==> src/rtl/clock_reset_ctrl.sv <==
// Clock/reset controller: lock qualification, reset sequencing and CPU
// clock-enable generation (free-run divider or single-step).
module clock_reset_ctrl #(
    parameter int LOCK_STABLE_CYCLES = 1024,
    parameter int RESET_HOLD_CYCLES  = 16,
    parameter int CLK_DIV            = 4
) (
    input  logic       clk,
    input  logic       reset,
    input  logic       pll_locked,
    input  logic       run_mode,
    input  logic       step_btn,
    input  logic       halt,
    output logic       sys_reset,
    output logic       cpu_clk_en,
    output logic       ready,
    output logic [1:0] state
);

    localparam int MAX_CNT = (LOCK_STABLE_CYCLES > RESET_HOLD_CYCLES) ?
                             LOCK_STABLE_CYCLES : RESET_HOLD_CYCLES;
    localparam int CW = $clog2(MAX_CNT + 1);
    localparam int DW = (CLK_DIV > 1) ? $clog2(CLK_DIV) : 1;

    localparam logic [CW-1:0] LOCK_LAST = CW'(LOCK_STABLE_CYCLES - 1);
    localparam logic [CW-1:0] HOLD_LAST = CW'(RESET_HOLD_CYCLES - 1);
    localparam logic [DW-1:0] DIV_LAST  = DW'(CLK_DIV - 1);

    typedef enum logic [1:0] {
        WAIT_LOCK  = 2'd0,
        STABILIZE  = 2'd1,
        HOLD_RESET = 2'd2,
        RUN        = 2'd3
    } state_t;

    logic          r_sync1;
    logic          r_sync2;
    state_t        r_state;
    state_t        w_state_next;
    logic [CW-1:0] r_cnt;
    logic [CW-1:0] w_cnt_next;
    logic [DW-1:0] r_div;
    logic          r_mode_q;
    logic          r_step_prev;
    logic          r_step_pulse;
    logic          w_lock_sync;
    logic          w_run;
    logic          w_div_clr;
    logic          w_free_hit;
    logic          w_step_edge;

    assign w_lock_sync = r_sync2;
    assign w_run       = (r_state == RUN);

    // Two-flop synchronizer bringing the PLL lock flag into clk
    always_ff @(posedge clk) begin
        if (reset) begin
            r_sync1 <= 1'b0;
            r_sync2 <= 1'b0;
        end else begin
            r_sync1 <= pll_locked;
            r_sync2 <= r_sync1;
        end
    end

    // State and qualification counter registers
    always_ff @(posedge clk) begin
        if (reset) begin
            r_state <= WAIT_LOCK;
            r_cnt   <= '0;
        end else begin
            r_state <= w_state_next;
            r_cnt   <= w_cnt_next;
        end
    end

    // Next-state logic; loss of lock wins over every other transition
    always_comb begin
        w_state_next = r_state;
        w_cnt_next   = r_cnt;
        unique case (r_state)
            WAIT_LOCK: begin
                w_cnt_next = '0;
                if (w_lock_sync) w_state_next = STABILIZE;
            end
            STABILIZE: begin
                if (!w_lock_sync) begin
                    w_state_next = WAIT_LOCK;
                    w_cnt_next   = '0;
                end else if (r_cnt == LOCK_LAST) begin
                    w_state_next = HOLD_RESET;
                    w_cnt_next   = '0;
                end else begin
                    w_cnt_next = r_cnt + CW'(1);
                end
            end
            HOLD_RESET: begin
                if (!w_lock_sync) begin
                    w_state_next = WAIT_LOCK;
                    w_cnt_next   = '0;
                end else if (r_cnt == HOLD_LAST) begin
                    w_state_next = RUN;
                    w_cnt_next   = '0;
                end else begin
                    w_cnt_next = r_cnt + CW'(1);
                end
            end
            RUN: begin
                w_cnt_next = '0;
                if (!w_lock_sync) w_state_next = WAIT_LOCK;
            end
            default: begin
                w_state_next = WAIT_LOCK;
                w_cnt_next   = '0;
            end
        endcase
    end

    assign w_div_clr = !w_run || halt || !run_mode;

    // Free-run divider; held at zero outside active free-running
    always_ff @(posedge clk) begin
        if (reset) begin
            r_div <= '0;
        end else if (w_div_clr) begin
            r_div <= '0;
        end else if (r_div == DIV_LAST) begin
            r_div <= '0;
        end else begin
            r_div <= r_div + DW'(1);
        end
    end

    // Registered mode so a mode switch only changes strobes next cycle
    always_ff @(posedge clk) begin
        if (reset) r_mode_q <= 1'b0;
        else       r_mode_q <= run_mode;
    end

    assign w_step_edge = step_btn && !r_step_prev;

    // Step edge detector; prev preset to 1 so a held button never fires
    always_ff @(posedge clk) begin
        if (reset) begin
            r_step_prev  <= 1'b1;
            r_step_pulse <= 1'b0;
        end else begin
            r_step_prev  <= step_btn;
            r_step_pulse <= w_run && !halt && !run_mode && w_step_edge;
        end
    end

    assign w_free_hit = r_mode_q && (r_div == DIV_LAST);
    assign cpu_clk_en = w_run && !halt && (w_free_hit || r_step_pulse);
    assign sys_reset  = !w_run;
    assign ready      = w_run;
    assign state      = r_state;

endmodule

==> config.mk <==
export PLATFORM = sky130hd
export DESIGN_NAME = clock_reset_ctrl
export DESIGN_NICKNAME = d
export VERILOG_FILES = /design/src/rtl/clock_reset_ctrl.sv
export SDC_FILE = /design/constraint.sdc
export NUM_CORES = 1
export LEC_CHECK = 0
export BUFFER_PORTS_ARGS = -buffer_cell sky130_fd_sc_hd__clkbuf_2
export CAP_MARGIN = 40
export CORE_ASPECT_RATIO = 1.25
export CORE_UTILIZATION = 52
export CTS_BUF_LIST = sky130_fd_sc_hd__clkbuf_4 sky130_fd_sc_hd__clkbuf_8
export CTS_CLUSTER_SIZE = 12
export DETAILED_ROUTE_END_ITERATION = 8
export HOLD_SLACK_MARGIN = 0.03
export MAX_ROUTING_LAYER = met4
export PLACE_DENSITY = 0.71
export SLEW_MARGIN = 20
export SYNTH_ARGS = -nofsm -noshare
export SYNTH_HDL_FRONTEND = slang
export SYNTH_SLANG_ARGS = --single-unit
==> constraint.sdc <==
create_clock -name clk -period 1.7 [get_ports clk]
set_clock_uncertainty 0.15 [all_clocks]
set_input_delay 0.255 -clock clk [delete_from_list [all_inputs] [get_ports clk]]
set_output_delay 0.255 -clock clk [all_outputs]
set_load 0.01 [all_outputs]
==> flow_metrics.py <==
metrics = {
    "synth": {
        "yosys.area.top_type": "dfxtp_1",
        "synth_nets": 96,
        "synth-edff-count": 0,
        "synth_cells": 88,
        "synth.avg_cell_area_um2": 10.3,
        "ys_seq_area_share_pct": 44.3,
        "netlist_area_um2": 905,
        "ys.flop_type": "dfxtp_1",
        "synth_top_area_share_pct": 44.3,
        "async_reset_ff_share_pct": 0,
        "synth_cell_types": 29,
        "synth.area.top_cells": "dfxtp_1 44%, o311ai_4 5.8%, a22oi_1 5.0%",
        "synth.yosys.warnings": 0,
        "synth-seq-cells": 20,
    },
    "critical_path": {
        "critPathMaxFanout": 11,
        "critPathLaunchType": "flip-flop",
        "critical_path_buf_inv_count": 1,
        "cp.arrival_ns": 1.69,
        "slowest_delay_ns": 0.55,
        "path_class": "reg2reg",
        "cp.required_ns": 1.72,
        "crit_chain": "or4_4 -> o311ai_4 -> buf_12 -> a22oi_1",
        "cpLargestDelayFamily": "simple AND/OR/NAND/NOR gates",
        "critPathSlowestCell": "or4_4",
        "cp-end-kind": "flip-flop",
    },
    "finish": {
        "diodes": 0,
        "seq_area_um2": 404,
        "final_nets": 127,
        "drive_gt1_share_pct": 33.3,
        "area_growth_pct": 30.2,
        "final_cells": 135,
        "n_fill_cell": 128,
        "multi_input_area_um2": 498,
    },
    "die": {
        "start_util_pct": 56.5,
        "core-area_um2": 1600,
        "die_y_um": 48.6,
        "rows": 16,
        "num_io_pins": 11,
        "dieWidth_um": 39.3,
        "dieArea_um2": 1910,
    },
    "placement": {
        "hpwlAfterDp_mm": 1.31,
        "port_buffers": 10,
        "routabilityCongestion": 0.759,
        "placedCellCount": 126,
    },
    "route": {
        "drc_errors": 0,
        "dr.pass1.iters": 3,
        "wl_met2_um": 989,
        "drt_iter0_drc": 11,
        "highest_layer": "met4",
        "wl_mm": 1.78,
        "wl_met3_um": 45,
        "wl_per_cell_um": 13.1,
        "met1_length_um": 709,
        "antenna_left": 0,
        "vias": 772,
        "vias_per_cell": 5.72,
    },
    "worst_hold_path": {
        "min_path_type": "in2reg",
    },
    "global_route": {
        "track_usage_pct": 21.3,
        "grt_max_degree": 12,
        "antenna_found_initial": 0,
        "grt_pass1_vias": 704,
        "grt_pass1_wl_mm": 2.77,
        "gr-total-overflow": 0,
    },
    "pwr": {
        "power_frac_comb_pct": 4.1,
        "p_total_w": 0.000718,
        "p_switching_w": 0.000143,
        "seq_power_share_pct": 66.2,
        "power.share.clock_pct": 29.7,
        "p_per_area_nw_per_um2": 609,
        "p_leak_nw": 0.465,
        "p_sw_share_pct": 19.9,
        "p_int_w": 0.000575,
        "vdd_ir_drop_max_uv": 478,
    },
    "cts": {
        "clock_sinks": 20,
        "clockBufferDepth": 2,
        "clk_pin_slew_ns": 0.10,
        "clock_latency_ns": 0.29,
        "cts_htree_levels": 1,
        "cts-root-buf": "clkbuf_4",
        "cts_tree": "done",
        "cts_made_buffers": 3,
    },
    "timing": {
        "final-hold-violation-count": 0,
        "period_needed_ns": 1.66,
        "fmax_mhz": 601,
        "tightest_slew_ns": 0.280,
        "fin_crit_sh_pct": 97.8,
        "maxSlewViolCount": 0,
        "setup_viol": 0,
        "slew_headroom_pct": 81.3,
        "rsz0062_at_grt": "true",
    },
    "run": {
        "maxCapViolCount": 0,
    },
    "status": {
        "status": "finished, final reports clean",
    },
}
==> through the flow <==
stage                     setup WS [ns]  util, %  TNS [ns]  hold slack, ns  instance area, µm²
final                            0.0367     73.5         0          0.0679                1180
after global routing            -0.0214     73.5   -0.0299          0.0551                1180
after CTS                        0.0187     72.3         0          0.0577                1160
after detailed placement        0.00745     67.2         0           0.273                1080
after global placement           0.0683     67.2         0           0.257                1080
after floorplan                  0.0263        -         0           0.177                 907
==> sequential cells by signal, indices dropped and copies added, names as in the netlist <==
signal / flops
r_sync1: 1
r_step_prev: 1
r_mode_q: 1
r_sync2: 1
r_step_pulse: 1
state: 2
r_cnt: 11
r_div: 2
==> power groups by stage <==
stage | combinational, W | sequential [W] | clock (W)
after floorplan | 0.00000799 | 0.000486 | 0
after global placement | 0.0000182 | 0.000486 | 0
after detailed placement | 0.0000189 | 0.000486 | 0
after CTS | 0.0000278 | 0.000475 | 0.000226
after global routing | 0.0000318 | 0.000476 | 0.000248
final | 0.0000292 | 0.000475 | 0.000213
==> worst paths after layout <==
check / start / end / slack [ns] / cells after the start
max: r_cnt[9] / r_cnt[7] / 0.04 / 4
min: run_mode / r_mode_q / 0.07 / 2
max reg2reg: r_cnt[9] / r_cnt[7] / 0.04 / 4
min reg2reg: r_div[0] / r_div[0] / 0.28 / 1
==> area by class of cell <==
type,instances,share of cell area (%)
clock buffers,3,1.91
inverters,4,1.28
repair buffers,27,18.3
flip-flops and latches,20,34.3
well taps,18,1.91
multi-input cells,63,42.3
==> worst register-to-register path, cell delays in order (launching register included) <==
cell and delay [ns]:
dfxtp_1 0.33, or4_4 0.55, o311ai_4 0.27, buf_12 0.17
a22oi_1 0.08
==> per-layer routing <==
layer / vias to the layer above / global-route usage, %
li1: 391 / -
met1: 366 / 19.6
met2: 11 / 37.2
met3: 4 / 4.59
met4: 0 / 12.6
met5: - / -
==> synth_stat cells, drive strengths merged (2+ instances only) <==
cell type  count
a21oi          5
a22oi          6
dfxtp         20
ha             2
inv            4
nand2          5
nand3          4
nand4          2
nor2           2
nor2b          6
nor3           2
o21ai          3
o311ai         2
o31ai          4
or2            2
or3            4
or4            4
or4b           2
xor2           2
==> timing repair <==
action,CTS,global route
hold buffers,5,0
hold endpoints to repair,4,0
gates cloned,0,0
gates resized for setup,1,6
pin swaps,1,0
buffers inserted,0,1
setup endpoints to repair,1,4
==> kinds of logic (layout without fill, tap and decap cells) <==
kind of cell    Yosys count  count (layout)  share of synthesized area, %
compound gates           23              23                          21.3
xor+xnor                  3               3                          2.91
fa+ha+maj                 2               2                          2.77
buf+inv                   5              34                          2.90
flops                    20              20                          44.3
simple gates             35              35                          25.9
==> placed cells by master (no fill, tap or decap), types with 2 or more instances in the layout <==
master,synthesis,layout
dfxtp_1,20,17
or4_1,3,3
o31ai_1,4,4
or2_2,2,2
nor2_1,2,2
clkbuf_4,0,3
buf_12,0,2
buf_4,0,10
nand2_1,5,5
clkbuf_2,0,9
o21ai_0,3,3
o311ai_4,2,2
a22oi_1,6,6
a21oi_1,5,5
or3_1,4,4
dlygate4sd3_1,0,5
inv_1,4,4
xor2_1,2,2
nor2b_1,6,5
nand3_1,4,4
dfxtp_2,0,3
No activity file was read; power rests on OpenSTA's default activity.
